[config.mk]
export PLATFORM = sky130hd
export DESIGN_NAME = lsu_mem_master_flat
export DESIGN_NICKNAME = d
export VERILOG_FILES = /design/src/rtl/lsu_pkg.sv /design/src/rtl/lsu_mem_master_if.sv /design/src/rtl/lsu_lane_align.sv /design/src/rtl/lsu_mem_master.sv /design/src/flat_wrapper.sv
export SDC_FILE = /design/constraint.sdc
export NUM_CORES = 1
export LEC_CHECK = 0
export CAP_MARGIN = 20
export CORE_MARGIN = 3
export CORE_UTILIZATION = 40
export CTS_CLUSTER_DIAMETER = 150
export DETAILED_ROUTE_END_ITERATION = 7
export HOLD_SLACK_MARGIN = 0.06
export PLACE_DENSITY = 0.8
export SETUP_SLACK_MARGIN = 0.1
export SKIP_CTS_REPAIR_TIMING = 1
export SLEW_MARGIN = 15
export SYNTH_ARGS = -nofsm -noshare
export SYNTH_HDL_FRONTEND = slang
export SYNTH_SLANG_ARGS = --single-unit
[constraint.sdc]
create_clock -name clk -period 1.7 [get_ports clk]
set_input_delay 0.17 -clock clk [delete_from_list [all_inputs] [get_ports clk]]
set_output_delay 0.17 -clock clk [all_outputs]
set_load 0.005 [all_outputs]
[src/rtl/lsu_pkg.sv]
// lsu_pkg: shared types, defaults and alignment helper for the load/store unit.
package lsu_pkg;
  localparam logic [31:0] LSU_BASE_ADDR = 32'h0100_0000;
  localparam int LSU_MEM_WORDS = 1024;
  typedef enum logic [1:0] {LSU_BYTE = 2'd0, LSU_HALF = 2'd1, LSU_WORD = 2'd2, LSU_ILL = 2'd3} lsu_size_e;
  typedef enum logic [2:0] {IDLE, LOAD, RMW_RD, WRITE, ERR, RESP} lsu_state_e;
  function automatic logic is_misaligned(lsu_size_e size, logic [1:0] off);
    return (size == LSU_HALF && off[0]) || (size == LSU_WORD && off != 2'b00);
  endfunction
endpackage

[src/rtl/lsu_mem_master_if.sv]
// lsu_mem_master_if: request/response handshake plus word-wide memory port.
interface lsu_mem_master_if;
  logic        req_valid_i;
  logic        req_ready_o;
  logic        req_we_i;
  logic [1:0]  req_size_i;
  logic        req_unsigned_i;
  logic [31:0] req_addr_i;
  logic [31:0] req_wdata_i;
  logic        resp_valid_o;
  logic        resp_err_o;
  logic [31:0] resp_rdata_o;
  logic [31:0] mem_addr_o;
  logic [31:0] mem_wdata_o;
  logic        mem_read_en_o;
  logic        mem_write_en_o;
  logic [31:0] mem_rdata_i;
  modport slave (
    input  req_valid_i, req_we_i, req_size_i, req_unsigned_i, req_addr_i, req_wdata_i, mem_rdata_i,
    output req_ready_o, resp_valid_o, resp_err_o, resp_rdata_o,
    output mem_addr_o, mem_wdata_o, mem_read_en_o, mem_write_en_o
  );
  modport master (
    output req_valid_i, req_we_i, req_size_i, req_unsigned_i, req_addr_i, req_wdata_i,
    input  req_ready_o, resp_valid_o, resp_err_o, resp_rdata_o
  );
  modport mem (
    input  mem_addr_o, mem_wdata_o, mem_read_en_o, mem_write_en_o,
    output mem_rdata_i
  );
endinterface

[src/rtl/lsu_lane_align.sv]
// lsu_lane_align: little-endian lane extraction with extension, and sub-word merge into a word.
module lsu_lane_align
  import lsu_pkg::*;
(
  input  logic [31:0] word_i,
  input  logic [31:0] wdata_i,
  input  logic [1:0]  off_i,
  input  lsu_size_e   size_i,
  input  logic        unsigned_i,
  output logic [31:0] extract_o,
  output logic [31:0] merge_o
);
  logic [15:0] lo;
  logic [31:0] mask;
  always_comb begin
    lo = 16'(word_i >> {off_i, 3'b000});
    extract_o = size_i == LSU_BYTE ? {{24{~unsigned_i & lo[7]}}, lo[7:0]} :
                size_i == LSU_HALF ? {{16{~unsigned_i & lo[15]}}, lo} : word_i;
    mask = (size_i == LSU_BYTE ? 32'h0000_00ff : size_i == LSU_HALF ? 32'h0000_ffff : 32'hffff_ffff) << {off_i, 3'b000};
    merge_o = (word_i & ~mask) | ((wdata_i << {off_i, 3'b000}) & mask);
  end
endmodule

[src/rtl/lsu_mem_master.sv]
// lsu_mem_master: single-outstanding load/store initiator; sub-word stores are read-modify-write.
module lsu_mem_master
  import lsu_pkg::*;
#(
  parameter logic [31:0] BASE_ADDR = LSU_BASE_ADDR,
  parameter int          MEM_WORDS = LSU_MEM_WORDS
) (
  input logic            clk,
  input logic            rst,
  lsu_mem_master_if.slave bus
);
  localparam logic [32:0] ADDR_LO = {1'b0, BASE_ADDR};
  localparam logic [32:0] ADDR_HI = ADDR_LO + 33'(4 * MEM_WORDS);
  lsu_state_e  state_q, state_d;
  lsu_size_e   size_q, size_d, req_size;
  logic [1:0]  off_q, off_d;
  logic        uns_q, uns_d, err_q, err_d, req_err;
  logic [31:0] data_q, data_d, rdata_q, rdata_d, mem_addr_q, mem_addr_d;
  logic [31:0] ext_word, merged_word;
  assign req_size = lsu_size_e'(bus.req_size_i);
  assign req_err = req_size == LSU_ILL || is_misaligned(req_size, bus.req_addr_i[1:0]) ||
                   {1'b0, bus.req_addr_i} < ADDR_LO || {1'b0, bus.req_addr_i} >= ADDR_HI;
  lsu_lane_align u_align (
    .word_i    (bus.mem_rdata_i),
    .wdata_i   (data_q),
    .off_i     (off_q),
    .size_i    (size_q),
    .unsigned_i(uns_q),
    .extract_o (ext_word),
    .merge_o   (merged_word)
  );
  always_comb begin
    state_d    = state_q;
    size_d     = size_q;
    off_d      = off_q;
    uns_d      = uns_q;
    err_d      = err_q;
    data_d     = data_q;
    rdata_d    = rdata_q;
    mem_addr_d = mem_addr_q;
    case (state_q)
      IDLE: if (bus.req_valid_i) begin
        size_d     = req_size;
        off_d      = bus.req_addr_i[1:0];
        uns_d      = bus.req_unsigned_i;
        err_d      = req_err;
        data_d     = bus.req_wdata_i;
        rdata_d    = '0;
        mem_addr_d = {bus.req_addr_i[31:2], 2'b00};
        state_d    = req_err ? ERR : !bus.req_we_i ? LOAD : req_size == LSU_WORD ? WRITE : RMW_RD;
      end
      LOAD: begin
        rdata_d = ext_word;
        state_d = RESP;
      end
      RMW_RD: begin
        data_d  = merged_word;
        state_d = WRITE;
      end
      WRITE, ERR: state_d = RESP;
      default: state_d = IDLE;
    endcase
  end
  always_ff @(posedge clk) begin
    if (!rst) begin
      state_q    <= IDLE;
      size_q     <= LSU_BYTE;
      off_q      <= '0;
      uns_q      <= 1'b0;
      err_q      <= 1'b0;
      data_q     <= '0;
      rdata_q    <= '0;
      mem_addr_q <= '0;
    end else begin
      state_q    <= state_d;
      size_q     <= size_d;
      off_q      <= off_d;
      uns_q      <= uns_d;
      err_q      <= err_d;
      data_q     <= data_d;
      rdata_q    <= rdata_d;
      mem_addr_q <= mem_addr_d;
    end
  end
  assign bus.req_ready_o    = state_q == IDLE;
  assign bus.resp_valid_o   = state_q == RESP;
  assign bus.resp_err_o     = state_q == RESP && err_q;
  assign bus.resp_rdata_o   = rdata_q;
  assign bus.mem_addr_o     = mem_addr_q;
  assign bus.mem_wdata_o    = data_q;
  assign bus.mem_read_en_o  = state_q == LOAD || state_q == RMW_RD;
  assign bus.mem_write_en_o = state_q == WRITE;
endmodule

[src/flat_wrapper.sv]
// flat-port wrapper written by rule: the top's interface ports become plain ports
module lsu_mem_master_flat import lsu_pkg::*;
#(
  parameter logic [31:0] BASE_ADDR = LSU_BASE_ADDR,
  parameter int          MEM_WORDS = LSU_MEM_WORDS
)
  (clk, rst, bus_req_valid_i, bus_req_we_i, bus_req_size_i, bus_req_unsigned_i, bus_req_addr_i, bus_req_wdata_i, bus_mem_rdata_i, bus_req_ready_o, bus_resp_valid_o, bus_resp_err_o, bus_resp_rdata_o, bus_mem_addr_o, bus_mem_wdata_o, bus_mem_read_en_o, bus_mem_write_en_o);
  lsu_mem_master_if bus_i ();
  input logic clk;
  input logic rst;
  input wire logic [$bits(bus_i.req_valid_i)-1:0] bus_req_valid_i;
  input wire logic [$bits(bus_i.req_we_i)-1:0] bus_req_we_i;
  input wire logic [$bits(bus_i.req_size_i)-1:0] bus_req_size_i;
  input wire logic [$bits(bus_i.req_unsigned_i)-1:0] bus_req_unsigned_i;
  input wire logic [$bits(bus_i.req_addr_i)-1:0] bus_req_addr_i;
  input wire logic [$bits(bus_i.req_wdata_i)-1:0] bus_req_wdata_i;
  input wire logic [$bits(bus_i.mem_rdata_i)-1:0] bus_mem_rdata_i;
  output wire logic [$bits(bus_i.req_ready_o)-1:0] bus_req_ready_o;
  output wire logic [$bits(bus_i.resp_valid_o)-1:0] bus_resp_valid_o;
  output wire logic [$bits(bus_i.resp_err_o)-1:0] bus_resp_err_o;
  output wire logic [$bits(bus_i.resp_rdata_o)-1:0] bus_resp_rdata_o;
  output wire logic [$bits(bus_i.mem_addr_o)-1:0] bus_mem_addr_o;
  output wire logic [$bits(bus_i.mem_wdata_o)-1:0] bus_mem_wdata_o;
  output wire logic [$bits(bus_i.mem_read_en_o)-1:0] bus_mem_read_en_o;
  output wire logic [$bits(bus_i.mem_write_en_o)-1:0] bus_mem_write_en_o;
  assign bus_i.req_valid_i = bus_req_valid_i;
  assign bus_i.req_we_i = bus_req_we_i;
  assign bus_i.req_size_i = bus_req_size_i;
  assign bus_i.req_unsigned_i = bus_req_unsigned_i;
  assign bus_i.req_addr_i = bus_req_addr_i;
  assign bus_i.req_wdata_i = bus_req_wdata_i;
  assign bus_i.mem_rdata_i = bus_mem_rdata_i;
  assign bus_req_ready_o = bus_i.req_ready_o;
  assign bus_resp_valid_o = bus_i.resp_valid_o;
  assign bus_resp_err_o = bus_i.resp_err_o;
  assign bus_resp_rdata_o = bus_i.resp_rdata_o;
  assign bus_mem_addr_o = bus_i.mem_addr_o;
  assign bus_mem_wdata_o = bus_i.mem_wdata_o;
  assign bus_mem_read_en_o = bus_i.mem_read_en_o;
  assign bus_mem_write_en_o = bus_i.mem_write_en_o;
  lsu_mem_master #(.BASE_ADDR(BASE_ADDR), .MEM_WORDS(MEM_WORDS)) u_core (.clk(clk), .rst(rst), .bus(bus_i));
endmodule
==> impl_metrics.json, run 1 <==
{
  "synth_top_area_share_pct": 38.8,
  "pwr-share-clk_pct": 31.0,
  "cts_tree": "built",
  "grt_overflow": 0,
  "clock_latency_ns": 0.36,
  "layout_setup_ws_ns": -0.0167,
  "whs_endpoint": "u_core.bus.mem_addr_o[31]",
  "holdCritPathClass": "in -> reg",
  "dp_cells": 1025,
  "cp.buffers_inverters": 3,
  "timing.rr.start": "u_core.state_q[1]",
  "internal_power_uw": 4780,
  "synth_edf_count": 0,
  "drt_iter0_markers": 528,
  "skew_ns": 0.0108,
  "pwr-share-seq_pct": 40.4,
  "synthAdderAreaFrac_pct": 0,
  "cp_common_cell": "buf_4",
  "grt_usage_pct": 25.2,
  "core_area_um2": 12800,
  "synth_top_family_by_area": "compound AO/OA/AOI/OAI gates",
  "worstPathArrival_ns": 1.98,
  "die_width_um": 121,
  "antennaDiodeCount": 0,
  "grt_pass1_wl_um": 29100,
  "grt_pass1_vias": 5400,
  "max_freq_ghz": 0.583,
  "synth_area_leaders": "dfxtp_1 (39%), nand2_1 (9.3%), a21oi_1 (7.3%), a22oi_1 (6.5%), mux2i_1 (4.7%)",
  "antenna_left": 0,
  "reg2regPathDepth": 7,
  "outcome": "finished with violations",
  "utilization_pct": 68.6,
  "dp_hpwl_um": 14600,
  "syn_avg_cell_area_um2": 8.35,
  "finalMaxSlewViolations": 0,
  "period_needed_ns": 1.72,
  "violations": "setup timing",
  "async_flop_share_pct": 0,
  "area_delta_synth_final_pct": 65.5,
  "antenna_found_initial": 0,
  "synth_simple_gate_area_share_pct": 17.6,
  "tightest_slew_ns": 0.504,
  "cp.required_ns": 1.97,
  "cts.sinks": 103,
  "relSlewSlack_pct": 66.1,
  "row_count": 41,
  "synth_top_area_cell": "dfxtp_1",
  "fin_nets": 978,
  "leakage_uw": 0.00320,
  "ctsHtreeMaxLevel": 3,
  "synth-compound-area-share_pct": 27.7,
  "die_h_um": 121,
  "synth_xor_area_share_pct": 0,
  "wl_um": 21000,
  "finalHoldViolations": 0,
  "min_from": "bus_req_addr_i[31]",
  "cts_buffers": 9,
  "io_buffers": 201,
  "place_ws_ns": -0.309,
  "vdd_drop_max_mv": 0.620,
  "seq_area_frac_synth_pct": 38.8,
  "drcViolationCount": 0,
  "crit_chain": "buf_6 > buf_4 > nor4b_4 > buf_4 > nand2_1 > and3_1 > a211oi_1",
  "synth_common_cells": "nand2_1 (131), dfxtp_1 (103), a21oi_1 (77)",
  "clk_path_buf_depth": 2,
  "synth-seq-cells": 103,
  "fin_crit_sh_pct": 101,
  "ys.warnings.count": 0,
  "switchingPower_uw": 1990,
  "ys_types": 59,
  "vias": 6093,
  "synthCells": 636,
  "rsz0062_at_grt": "yes",
  "worst_setup_path_end_kind": "flip-flop",
  "critPathTopFamily": "simple AND/OR/NAND/NOR gates",
  "root_buffer": "clkbuf_16",
  "swShare_pct": 29.4,
  "power_density_nw_per_um2": 770,
  "critPathMaxStageDelay_ns": 0.34,
  "combPwrFrac_pct": 28.6,
  "maxCapViolations": 0,
  "pin_count": 204,
  "worstHoldPathCells": 3,
  "critPathLaunchType": "flip-flop",
  "clkSlewWorstSetupHoldPaths_ns": 0.07,
  "hold_ws_ns": 0.121,
  "synth_flop_cell": "dfxtp_1",
  "synth_mux_area_share_pct": 9.00,
  "die_area_um2": 14700,
  "critical_path_class": "reg -> reg",
  "start_util_pct": 41.4,
  "wire_per_inst_um": 19.9,
  "cp_max_fo": 7,
  "grt_max_degree": 34,
  "place_congestion": 0.918,
  "r2r-end": "u_core.bus.mem_wdata_o[13]",
  "finalSetupViolations": 1,
  "instances_no_fill": 1052,
  "slowest_stage": "dfxtp_2",
  "yosysMostFrequentCell": "nand2_1",
  "drive_gt1_share_pct": 24.8,
  "first_pass_iters": 5,
  "rrSetupSlack_ns": -0.02,
  "viasPerCell": 5.79,
  "syn-cell-area_um2": 5310
}
logic make-up (layout without fill, tap and decap cells):
group           Yosys count  count (layout)
simple gates            196             196
mux                      44              44
compound gates          225             226
flops                   103             103
buf+inv                  67             309
other cells               1               2
power groups by stage:
| stage | Combinational (µW) | Clock [µW] | Sequential [µW] |
|---|---|---|---|
| final | 1940 | 2100 | 2740 |
| after global routing | 2050 | 2230 | 2760 |
| after CTS | 1670 | 2120 | 2720 |
| after detailed placement | 1660 | 0 | 2770 |
| after global placement | 1640 | 0 | 2770 |
| after floorplan | 748 | 0 | 2750 |
worst max path at each step:
stage                             startpoint                         end  slack (ns)  cells past startpoint
after floorplan            u_core.state_q[0]  u_core.bus.mem_wdata_o[15]         0.1                      7
after global placement    bus_req_addr_i[28]           u_core.state_q[1]       -0.33                      6
after detailed placement  bus_req_addr_i[13]           u_core.state_q[0]       -0.31                      6
after CTS                  u_core.state_q[2]              bus_resp_err_o       -0.30                      4
after global routing       u_core.state_q[1]  u_core.bus.mem_wdata_o[13]       -0.11                      7
final                      u_core.state_q[1]  u_core.bus.mem_wdata_o[13]       -0.02                      7
metrics by stage:
stage	area, µm²	setup TNS, ns	total power, µW
4_1_cts	8140	-2.10	6500
6_report	8790	-0.0167	6770
3_5_place_dp	7850	-3.07	4430
2_1_floorplan	5320	0	3500
3_3_place_gp	7850	-2.36	4400
5_1_grt	8790	-0.148	7040
worst register-to-register path, delay by kind of cell (launching register included):
kind / cells / cell delay (ns)
AOI/OAI and AO/OA: 1 / 0.23
buffers and inverters: 3 / 0.51
DFF: 1 / 0.34
and+or+nand+nor: 3 / 0.54
metal layers:
layer	global-route usage [%]	vias to the layer above	wire length [µm]
li1	-	2816	-
met1	33.3	2864	8510
met2	39.8	348	9930
met3	6.62	65	1880
met4	8.61	0	641
met5	0	-	0
cell type report:
| type | instances | area [µm²] |
|---|---|---|
| well taps | 172 | 215 |
| flip-flops and latches | 103 | 2080 |
| multi-input cells | 468 | 3310 |
| inverters | 9 | 33.8 |
| clock buffers | 12 | 236 |
| repair buffers | 284 | 2860 |
| clock inverters | 4 | 52.6 |
| fillers | 974 | 4030 |
placed cells by master (no fill, tap or decap), types with 7 or more instances in the layout:
master / Yosys / routed
clkdlybuf4s50_1: 0 / 193
nand2_1: 131 / 115
dfxtp_1: 103 / 94
a21oi_1: 77 / 66
buf_4: 2 / 57
a22oi_1: 46 / 42
mux2i_1: 25 / 19
o21ai_1: 12 / 19
mux2_2: 16 / 16
nand2_2: 0 / 16
o21ai_0: 31 / 14
o221ai_1: 14 / 13
buf_6: 10 / 12
a21oi_2: 1 / 11
nor3_1: 11 / 11
clkbuf_16: 0 / 11
o21ai_2: 0 / 10
o2bb2ai_1: 9 / 9
inv_1: 8 / 8
a211o_1: 8 / 8
nor4_1: 12 / 8
buf_12: 0 / 8
a211oi_2: 2 / 7
dlymetal6s2s_1: 0 / 7
No activity file was read; power rests on OpenSTA's default activity.
==> run 2, diff against run 1 <==
--- a/config.mk
+++ b/config.mk
@@ -10,7 +10,7 @@
 export CORE_UTILIZATION = 40
 export CTS_CLUSTER_DIAMETER = 150
 export DETAILED_ROUTE_END_ITERATION = 7
-export HOLD_SLACK_MARGIN = 0.06
+export HOLD_SLACK_MARGIN = 0.15
 export PLACE_DENSITY = 0.8
 export SETUP_SLACK_MARGIN = 0.1
 export SKIP_CTS_REPAIR_TIMING = 1
==> results of run 2 <==
Same layout as run 1: the final DEF is identical, and so are final timing and power.
